===== src/rtl/morse_pkg.sv =====
// Shared definitions for the Morse beacon keyer: state encoding, ROM entry
// layout, element timing in Morse units and the beacon message table.
package morse_pkg;

  localparam int MSG_LEN = 11;

  localparam int DOT_U        = 1;
  localparam int DASH_U       = 3;
  localparam int ELEM_GAP_U   = 1;
  localparam int LETTER_GAP_U = 3;
  localparam int WORD_EXTRA_U = 4;

  typedef logic [2:0] state_t;

  localparam state_t ST_IDLE  = 3'd0;
  localparam state_t ST_FETCH = 3'd1;
  localparam state_t ST_MARK  = 3'd2;
  localparam state_t ST_SPACE = 3'd3;
  localparam state_t ST_LGAP  = 3'd4;
  localparam state_t ST_WGAP  = 3'd5;

  // pat is left-aligned: the first element sits in pat[4], 1 = dash.
  // len = 0 marks a word space.
  typedef struct packed {
    logic [2:0] len;
    logic [4:0] pat;
  } rom_entry_t;

  // "VVV DE TANG"
  localparam rom_entry_t MSG_ROM [MSG_LEN] = '{
    {3'd4, 5'b00010},  // V ...-
    {3'd4, 5'b00010},  // V
    {3'd4, 5'b00010},  // V
    {3'd0, 5'b00000},  // word space
    {3'd3, 5'b10000},  // D -..
    {3'd1, 5'b00000},  // E .
    {3'd0, 5'b00000},  // word space
    {3'd1, 5'b10000},  // T -
    {3'd2, 5'b01000},  // A .-
    {3'd2, 5'b10000},  // N -.
    {3'd3, 5'b11000}   // G --.
  };

  function automatic int elem_units(input logic is_dash);
    return is_dash ? DASH_U : DOT_U;
  endfunction

endpackage


===== src/rtl/morse_beacon_keyer_if.sv =====
// Board-side signals of the beacon keyer: button in, key and activity out.
interface morse_beacon_keyer_if;

  logic btn_n;
  logic key_n;
  logic busy;
  logic busy_led;

  modport master (
    output btn_n,
    input  key_n,
    input  busy,
    input  busy_led
  );

  modport slave (
    input  btn_n,
    output key_n,
    output busy,
    output busy_led
  );

endinterface


===== src/rtl/morse_beacon_keyer_btn_debounce.sv =====
// Button conditioning: 2-flop synchroniser, stability counter and a one-cycle
// press pulse on each accepted release-to-press transition.
module btn_debounce #(
  parameter int DEBOUNCE_CYCLES = 270_000
) (
  input  logic clk_27MHz,
  input  logic rst,
  input  logic btn_n,
  output logic press
);

  localparam int CW = $clog2(DEBOUNCE_CYCLES + 1);
  localparam logic [CW-1:0] CNT_LAST = CW'(DEBOUNCE_CYCLES - 1);

  logic          sync_q1;
  logic          sync_q2;
  logic          level_q;
  logic          press_q;
  logic [CW-1:0] cnt_q;

  // NOTE: every register here is assigned with <= so all flops sample the
  // pre-edge values together; blocking assignments would collapse the
  // synchroniser chain into a single stage.
  always_ff @(posedge clk_27MHz) begin
    if (rst) begin
      sync_q1 <= 1'b1;
      sync_q2 <= 1'b1;
      level_q <= 1'b1;
      press_q <= 1'b0;
      cnt_q   <= '0;
    end else begin
      sync_q1 <= btn_n;
      sync_q2 <= sync_q1;
      press_q <= 1'b0;
      if (sync_q2 == level_q) begin
        cnt_q <= '0;
      end else if (cnt_q == CNT_LAST) begin
        // Accepted after DEBOUNCE_CYCLES differing samples in a row.
        level_q <= sync_q2;
        cnt_q   <= '0;
        press_q <= ~sync_q2;
      end else begin
        cnt_q <= cnt_q + 1'b1;
      end
    end
  end

  assign press = press_q;

endmodule


===== src/rtl/morse_beacon_keyer.sv =====
// Beacon keyer: a debounced button press plays "VVV DE TANG" once on an
// active-low registered key; a second press while playing aborts.
module morse_beacon_keyer #(
  parameter int UNIT_CYCLES     = 2_700_000,
  parameter int DEBOUNCE_CYCLES = 270_000,
  parameter int MSG_LEN         = 11
) (
  input logic                 clk_27MHz,
  input logic                 rst,
  morse_beacon_keyer_if.slave bus
);

  import morse_pkg::*;

  localparam int TW = $clog2(UNIT_CYCLES * 4);
  localparam int IW = $clog2(MSG_LEN);
  localparam logic [IW-1:0] IDX_LAST = IW'(MSG_LEN - 1);

  // Timer reload value for a span of the given number of units.
  function automatic logic [TW-1:0] span(input int units);
    return TW'(units * UNIT_CYCLES - 1);
  endfunction

  logic          press;
  state_t        state_q;
  logic [TW-1:0] timer_q;
  logic [IW-1:0] idx_q;
  logic [2:0]    elem_q;
  logic [4:0]    pat_q;
  logic          key_q;
  logic          busy_q;
  rom_entry_t    rom_ent;

  btn_debounce #(
    .DEBOUNCE_CYCLES(DEBOUNCE_CYCLES)
  ) u_debounce (
    .clk_27MHz(clk_27MHz),
    .rst      (rst),
    .btn_n    (bus.btn_n),
    .press    (press)
  );

  assign rom_ent = MSG_ROM[idx_q];

  always_ff @(posedge clk_27MHz) begin
    if (rst) begin
      state_q <= ST_IDLE;
      timer_q <= '0;
      idx_q   <= '0;
      elem_q  <= '0;
      pat_q   <= '0;
      key_q   <= 1'b1;
      busy_q  <= 1'b0;
    end else if (press && state_q != ST_IDLE) begin
      // Any press during playback aborts; it never restarts the message.
      state_q <= ST_IDLE;
      timer_q <= '0;
      key_q   <= 1'b1;
      busy_q  <= 1'b0;
    end else begin
      case (state_q)
        ST_IDLE: begin
          if (press) begin
            state_q <= ST_FETCH;
            idx_q   <= '0;
            timer_q <= '0;
            busy_q  <= 1'b1;
          end
        end

        ST_FETCH: begin
          if (rom_ent.len == 3'd0) begin
            // LGAP already supplied 3u of the 7u word gap.
            state_q <= ST_WGAP;
            timer_q <= span(WORD_EXTRA_U);
          end else begin
            state_q <= ST_MARK;
            elem_q  <= rom_ent.len;
            pat_q   <= rom_ent.pat;
            timer_q <= span(elem_units(rom_ent.pat[4]));
            key_q   <= 1'b0;
          end
        end

        ST_MARK: begin
          if (timer_q == '0) begin
            key_q  <= 1'b1;
            elem_q <= elem_q - 3'd1;
            pat_q  <= {pat_q[3:0], 1'b0};
            if (elem_q > 3'd1) begin
              state_q <= ST_SPACE;
              timer_q <= span(ELEM_GAP_U);
            end else begin
              state_q <= ST_LGAP;
              timer_q <= span(LETTER_GAP_U);
            end
          end else begin
            timer_q <= timer_q - 1'b1;
          end
        end

        ST_SPACE: begin
          if (timer_q == '0) begin
            state_q <= ST_MARK;
            timer_q <= span(elem_units(pat_q[4]));
            key_q   <= 1'b0;
          end else begin
            timer_q <= timer_q - 1'b1;
          end
        end

        ST_LGAP, ST_WGAP: begin
          if (timer_q == '0) begin
            timer_q <= '0;
            if (idx_q == IDX_LAST) begin
              state_q <= ST_IDLE;
              busy_q  <= 1'b0;
            end else begin
              state_q <= ST_FETCH;
              idx_q   <= idx_q + 1'b1;
            end
          end else begin
            timer_q <= timer_q - 1'b1;
          end
        end

        default: begin
          state_q <= ST_IDLE;
          timer_q <= '0;
          key_q   <= 1'b1;
          busy_q  <= 1'b0;
        end
      endcase
    end
  end

  assign bus.key_n    = key_q;
  assign bus.busy     = busy_q;
  assign bus.busy_led = busy_q;

endmodule


===== src/flat_wrapper.sv =====
// flat-port wrapper written by rule: the top's interface ports become plain ports
module morse_beacon_keyer_flat import morse_pkg::*;
#(
  parameter int UNIT_CYCLES     = 2_700_000,
  parameter int DEBOUNCE_CYCLES = 270_000,
  parameter int MSG_LEN         = 11
)
  (clk_27MHz, rst, bus_btn_n, bus_key_n, bus_busy, bus_busy_led);
  morse_beacon_keyer_if bus_i ();
  input logic clk_27MHz;
  input logic rst;
  input wire logic [$bits(bus_i.btn_n)-1:0] bus_btn_n;
  output wire logic [$bits(bus_i.key_n)-1:0] bus_key_n;
  output wire logic [$bits(bus_i.busy)-1:0] bus_busy;
  output wire logic [$bits(bus_i.busy_led)-1:0] bus_busy_led;
  assign bus_i.btn_n = bus_btn_n;
  assign bus_key_n = bus_i.key_n;
  assign bus_busy = bus_i.busy;
  assign bus_busy_led = bus_i.busy_led;
  morse_beacon_keyer #(.UNIT_CYCLES(UNIT_CYCLES), .DEBOUNCE_CYCLES(DEBOUNCE_CYCLES), .MSG_LEN(MSG_LEN)) u_core (.clk_27MHz(clk_27MHz), .rst(rst), .bus(bus_i));
endmodule

===== config.mk =====
export PLATFORM = sky130hd
export DESIGN_NAME = morse_beacon_keyer_flat
export DESIGN_NICKNAME = d
export VERILOG_FILES = /design/src/rtl/morse_pkg.sv /design/src/rtl/morse_beacon_keyer_if.sv /design/src/rtl/morse_beacon_keyer_btn_debounce.sv /design/src/rtl/morse_beacon_keyer.sv /design/src/flat_wrapper.sv
export SDC_FILE = /design/constraint.sdc
export NUM_CORES = 1
export LEC_CHECK = 0
export BUFFER_PORTS_ARGS = -buffer_cell sky130_fd_sc_hd__buf_2
export CORE_MARGIN = 2
export CORE_UTILIZATION = 56
export CTS_CLUSTER_DIAMETER = 120
export DETAILED_ROUTE_END_ITERATION = 10
export GPL_TIMING_DRIVEN = 0
export PLACE_DENSITY = 0.72
export SLEW_MARGIN = 20
export SYNTH_ARGS = -nofsm -noshare
export SYNTH_HDL_FRONTEND = slang
export SYNTH_SLANG_ARGS = --single-unit

===== constraint.sdc =====
create_clock -name clk_27MHz -period 2.71 [get_ports clk_27MHz]
set_clock_uncertainty 0.05 [all_clocks]
set_input_delay 0.542 -clock clk_27MHz [delete_from_list [all_inputs] [get_ports clk_27MHz]]
set_output_delay 0.542 -clock clk_27MHz [all_outputs]
set_load 0.05 [all_outputs]

## Word level (Yosys, flattened, before mapping)

Memories as Yosys holds them, arrays and structs flattened.
Index checks and enable logic that the tools add are counted.

| cells by class | value |
|---|---|
| $add $sub $neg | 6 |
| reductions and logical operators | 19 |
| $mul | 2 |
| muxes and demuxes | 37 |
| eq/ne operators | 15 |
| bitwise gates (word level) | 7 |
| $lt $le $gt $ge | 2 |

Operators by type and width:

| cell | count |
|---|---|
| 24-bit 2-to-1 mux | 5 |
| 24-bit case mux with 5 select lines | 1 |
| 32-bit by 18-bit multiplier with 19-bit output, second input constant | 2 |
| 24-bit by 2-bit subtractor with 24-bit output, second input constant | 2 |
| 24-bit zero test | 1 |
| 3-bit 2-to-1 mux | 8 |
| 24-bit by 1-bit subtractor with 24-bit output, second input constant | 1 |
| 23-bit 2-to-1 mux | 1 |
| 19-bit by 1-bit adder with 19-bit output, second input constant | 1 |
| 19-bit == test, second input constant | 1 |
| 8-bit 2-to-1 mux | 2 |
| 4-bit AND reduction | 4 |
| 3-bit case mux with 5 select lines | 1 |
| 4-bit 2-to-1 mux | 3 |
| 3-bit OR reduction | 4 |
| 5-bit 2-to-1 mux | 2 |
| 5-bit case mux with 2 select lines | 1 |
| 2-bit by 1-bit inequality test with 1-bit output, second input constant | 4 |
| 4-bit case mux with 2 select lines | 1 |
| 1-bit 2-to-1 mux | 7 |
| 3-bit by 2-bit == test with 1-bit output, second input constant | 2 |
| 3-bit == test, second input constant | 2 |
| 3-bit zero test | 2 |
| 2-bit inequality test, second input constant | 3 |
| 19 further kinds | 27 |

| storage, ports and cells | value |
|---|---|
| memories kept | 1 |
| bits of input ports | 3 |
| ROM bits | 128 |
| register bits after elaboration | 64 |

Memories:

| memory | words | bits a word | read ports | clocked after Yosys merged registers in | write ports | line | RTL |
|---|---|---|---|---|---|---|---|
| (no name shown) | 16 | 8 | 1 | 0 | 0 | morse_beacon_keyer.sv:43 | `assign rom_ent = MSG_ROM[idx_q];` |

## Longest topological paths before layout

| logic depth | value |
|---|---|
| depth after elaboration | 9 |
| gate-level depth with buffers | 8 |
| depth with buffers taken out | 7 |

## Hierarchy

A second synthesis with hierarchy kept.

| second synthesis, totals | value |
|---|---|
| cell total of the unflattened synthesis | 441 |
| area total of the unflattened synthesis | 3585.9 um2 |

By module, submodules not included:

| module | cells each | times used | area each (um2) |
|---|---|---|---|
| morse_beacon_keyer | 330 | 1 | 2561.2 |
| btn_debounce | 111 | 1 | 1024.7 |

## Least setup slack after synthesis

Ideal clock, no wire load.

| path | value |
|---|---|
| path kind | register to register |
| start point | register u_core.idx_q[0] |
| end point | register u_core.timer_q[17] |
| slack | 549 ps |
| data required time | 2510 ps |
| arrival time | 1961 ps |
| library setup time | 150 ps |
| stages on the path, launching flop included | 8 |
| path through | dfxtp_1 > inv_1 > ha_1 > nand2b_1 > a211oi_1 > nor3_1 > o41ai_1 > a221oi_1 |

| between the ends | value |
|---|---|
| word-level cells in the longest chain between the ends | 9 |
| elaborated cells between the ends (all ways) | 10 |
| classes of those cells | add/sub: 1; mul: 1; mux: 5; bitwise: 1; reduce/logical: 1; memory: 1 |

Ends and longest elaborated chain:

| what | line | RTL |
|---|---|---|
| start: declaration | morse_beacon_keyer.sv:27 | `logic [IW-1:0] idx_q;` |
| start signal: assignment | morse_beacon_keyer.sv:120 | `idx_q <= idx_q + 1'b1;` |
| 4-bit NOT with 5-bit output (not written as such) * | morse_beacon_keyer.sv:43 |  |
| memory read 16 x 8 bit * | - |  |
| 8-bit 2-to-1 mux (not written as such) * (2 in a row) | morse_beacon_keyer.sv:43 |  |
| 2-bit 2-to-1 mux | morse_pkg.sv:45 | `return is_dash ? DASH_U : DOT_U;` |
| 32-bit by 18-bit multiplier with 19-bit output | morse_beacon_keyer.sv:21 | `return TW'(units * UNIT_CYCLES - 1);` |
| 24-bit by 2-bit subtractor with 24-bit output | morse_beacon_keyer.sv:21 |  |
| 24-bit 2-to-1 mux * | morse_beacon_keyer.sv:72 | `if (rom_ent.len == 3'd0) begin` |
| 24-bit case mux with 5 select lines * | morse_beacon_keyer.sv:61 | `case (state_q)` |
| end signal: assignment | morse_beacon_keyer.sv:75 | `timer_q <= span(WORD_EXTRA_U);` |
| end signal: assignment | morse_beacon_keyer.sv:80 | `timer_q <= span(elem_units(rom_ent.pat[4]));` |
| end signal: assignment | morse_beacon_keyer.sv:92 | `timer_q <= span(ELEM_GAP_U);` |
| end: declaration | morse_beacon_keyer.sv:26 | `logic [TW-1:0] timer_q;` |

Every way passes the cells marked *; elsewhere a longest branch is shown, timed or not. The select of a mux whose other input is x is not followed.
A chain may end at the register's enable or synchronous reset.

## Worst setup path after layout

Same ends and word-level chain as after synthesis.

==> run metrics <==
crit path DAT=2.68 ns; post-CTS setup repair buffer count=0; sequential share of power=0.514; PwrDens=457 nW/um^2; Vias/cell=6.41; die width=84.3 microns; Clk pwr share=0.473; synthesis-to-layout area growth=9.36%; Max Freq=0.395 GHz; Yosys Warn Count=0; Critical Path Slowest Stage Cell=o41ai_1; Post-CTS Hold Buffers=0; Net Sw Frac=0.232; cell area after synthesis=3610 sq um; Rows=29; Total GRT Usage=0.273; Synth area leader=dfxtp_1; Final Instance Area=3950 sq um; dpl cells=531; die area=7110 sq um; Longest Clk Path Bufs=2; worst-path maximum fanout=6; initial core utilization=0.575; CP required=2.86 ns; RePlAce Congestion=0.885; Core ar.=6280 sq um; R2R setup slack=0.18 ns; Root Driver=clkbuf_8; RSZ-0062 raised after global routing=false; number of I/O pins=6; DRT Wirelength=9.26 mm; final hold viol count=0; Synth area leaders=dfxtp_1 35%, a21oi_1 5.5%, nor2_1 5.1%, xnor2_1 3.9%, ha_1 3.5%; Synth Flop Type=dfxtp_1; routed wire length per instance=16.9 microns; DP HPWL=6.46 mm; Seq/Total Area, Yosys=0.349; share of the synthesized area in the top cell type=0.349; NetSw=0.418 mW; Setup crit start kind=flop; Max Cap Viol=0; crit share post-route=0.935; setup violators final=0; critical path type=reg2reg; initial antenna violation count=0; Fillers=590; syn_nets=462; Final Critical Period=2.53 ns; Hold Path Class=in2reg; CTS tree=built; synthesis-stage register bit count=63; Port Buffer Count=5; Post-synth EDFFs=0; Nets=478; # diodes=0; Max Slew Vio Count=0; vias in the first global route=3437; max_slew headroom=0.426; worst path cell trace=inv_1 -> ha_1 -> nand2b_1 -> a211oi_2 -> nor3_1 -> o41ai_1 -> a221oi_1; synth unique cells=63; layout cells sized above 1=0.0915; total CTS buffers=9; Clk pin slew, worst setup/hold paths=0.08 ns; dpl cell area=3730 sq um; Comb power frac=0.013; total grt overflow=0; pin count of the biggest net entering global routing=13; synthesized instance count=449; crit-path max cell delay=0.65 ns; Leakage Power=1.35 nW; Clock Sinks=63; status=finished, final reports clean; clk_lat worst skew=0.35 ns; setup TNS=0 ns; drt pass-1 iters=7; global-route wire length before repair=16.0 mm; via count=3504; Async SR Flop Fraction=0; Final Non-Filler Cells=547; Avg Cell Area, Syn=8.04 sq um; DRT iter0 DRCs=239; Worst Max-Slew Pin Slew=0.855 ns; post-route ant nets=0; H-tree depth=3; Pint=1.39 mW; Worst IR Drop VDD=0.379 mV; drt drc=0; Die H=84.3 microns; Critical Path Sink Type=flop
[cells in the mapped netlist (all sizes together) (2+ instances only)]
master	instances
dfxtp	63
nor2	49
a21oi	40
nand2	29
nor3	25
o21ai	25
inv	20
nand3	19
xnor2	16
clkbuf	15
nand4	11
nor4	11
ha	10
xor2	8
a211oi	7
buf	7
nor4b	7
a31oi	6
and3	5
and4	5
o22ai	5
a2111oi	4
a21boi	4
nand2b	4
nor2b	4
o21a	4
o41ai	4
or2	4
a221oi	3
a311oi	3
o31a	3
o32ai	3
or3	3
a22oi	2
mux2i	2
o2111ai	2
or4	2
[power groups by stage]
stage	combinational [mW]	sequential [mW]	clock, mW
after global placement	0.0227	0.950	0
after CTS	0.0233	0.928	0.869
after detailed placement	0.0231	0.950	0
after global routing	0.0259	0.928	0.898
after floorplan	0.0139	0.949	0
final	0.0233	0.928	0.853
[logic make-up after synthesis]
logic type | share of synthesized area
AOI/OAI and AO/OA | 0.229
xor gates and xnor gates | 0.0582
adders and majority gates | 0.0347
buffers and inverters | 0.0513
DFF | 0.349
muxes | 0.00554
and+or+nand+nor | 0.272
[final cells by class]
cell class	count	area, sq um	area share
tap	77	96.3	0.0244
buffer	22	106	0.0269
multi-input combinational	343	2170	0.551
clock buffer	10	138	0.0349
timing repair buffer	5	25.0	0.00634
inverter	21	78.8	0.0200
sequential	63	1260	0.319
clock inverter	6	68.8	0.0174
[routing by layer]
layer / wire [microns] / up-vias / GRT usage
met3: 515 / 21 / 0.0570
met1: 4190 / 1658 / 0.352
met4: 209 / 0 / 0.111
met5: 0 / - / 0
li1: - / 1705 / -
met2: 4350 / 120 / 0.445
[cells in the final DEF, fill, tap and decap left out, types with 3 or more instances in the layout]
cell | netlist | final
inv_1 | 20 | 20
nor4b_1 | 6 | 6
clkbuf_1 | 15 | 15
a21oi_1 | 40 | 40
a211oi_1 | 7 | 6
dfxtp_1 | 63 | 63
o21a_1 | 4 | 4
nor4_1 | 8 | 8
or3_1 | 3 | 3
xor2_1 | 8 | 8
or2_2 | 4 | 4
nand2b_1 | 4 | 4
buf_2 | 4 | 9
nor3_1 | 24 | 23
nand2_1 | 29 | 29
o22ai_1 | 5 | 5
a311oi_1 | 3 | 3
o31a_1 | 3 | 3
o41ai_1 | 4 | 4
o21ai_0 | 25 | 25
nand3_1 | 18 | 18
a2111oi_0 | 4 | 4
ha_1 | 10 | 10
a31oi_1 | 6 | 6
and4_1 | 5 | 5
clkbuf_8 | 0 | 10
a221oi_1 | 3 | 3
nor2b_1 | 4 | 4
xnor2_1 | 16 | 16
a21boi_0 | 3 | 3
and3_1 | 5 | 5
nor2_1 | 49 | 49
nand4_1 | 10 | 10
[metrics by stage]
step	utilization	total power, mW	hold WS [ns]	worst slack (ns)
global route	0.629	1.85	0.341	0.0235
detailed placement	0.595	0.973	0.354	0.0201
floorplan	-	0.963	0.339	0.549
CTS	0.628	1.82	0.318	0.230
global placement	0.595	0.972	0.350	0.0439
finish	0.629	1.80	0.330	0.176
[final timing paths]
kind                                                start                        end  cells past startpoint
worst min register to register  u_core.u_debounce.sync_q1  u_core.u_debounce.sync_q2                      1
worst max-delay path                      u_core.idx_q[0]         u_core.timer_q[17]                      7
worst max register to register            u_core.idx_q[0]         u_core.timer_q[17]                      7
worst min-delay path                            bus_btn_n  u_core.u_debounce.sync_q1                      2
[registers in the layout (all words and copies together), names as in the netlist]
name	flops
u_core.state_q	3
u_core.u_debounce.level_q	1
u_core.bus.key_n	1
u_core.bus.busy	1
u_core.u_debounce.press	1
u_core.u_debounce.sync_q1	1
u_core.elem_q	3
u_core.timer_q	24
u_core.u_debounce.cnt_q	19
u_core.idx_q	4
u_core.u_debounce.sync_q2	1
u_core.pat_q	4
[worst max-delay path, delay by kind of cell (launching register included)]
kind / cells / cell delay (ns)
DFF: 1 / 0.42
AOI/OAI and AO/OA: 3 / 1.27
and+or+nand+nor: 2 / 0.28
adders and majority gates: 1 / 0.25
buffers and inverters: 1 / 0.11
[repair_timing]
| item | in CTS | in global routing |
|---|---|---|
| endpoints found under the setup margin | 2 | 1 |
| gates resized for setup | 1 | 1 |
| gates cloned | 0 | 0 |
Note: power is estimated with default switching activity, not from simulation.
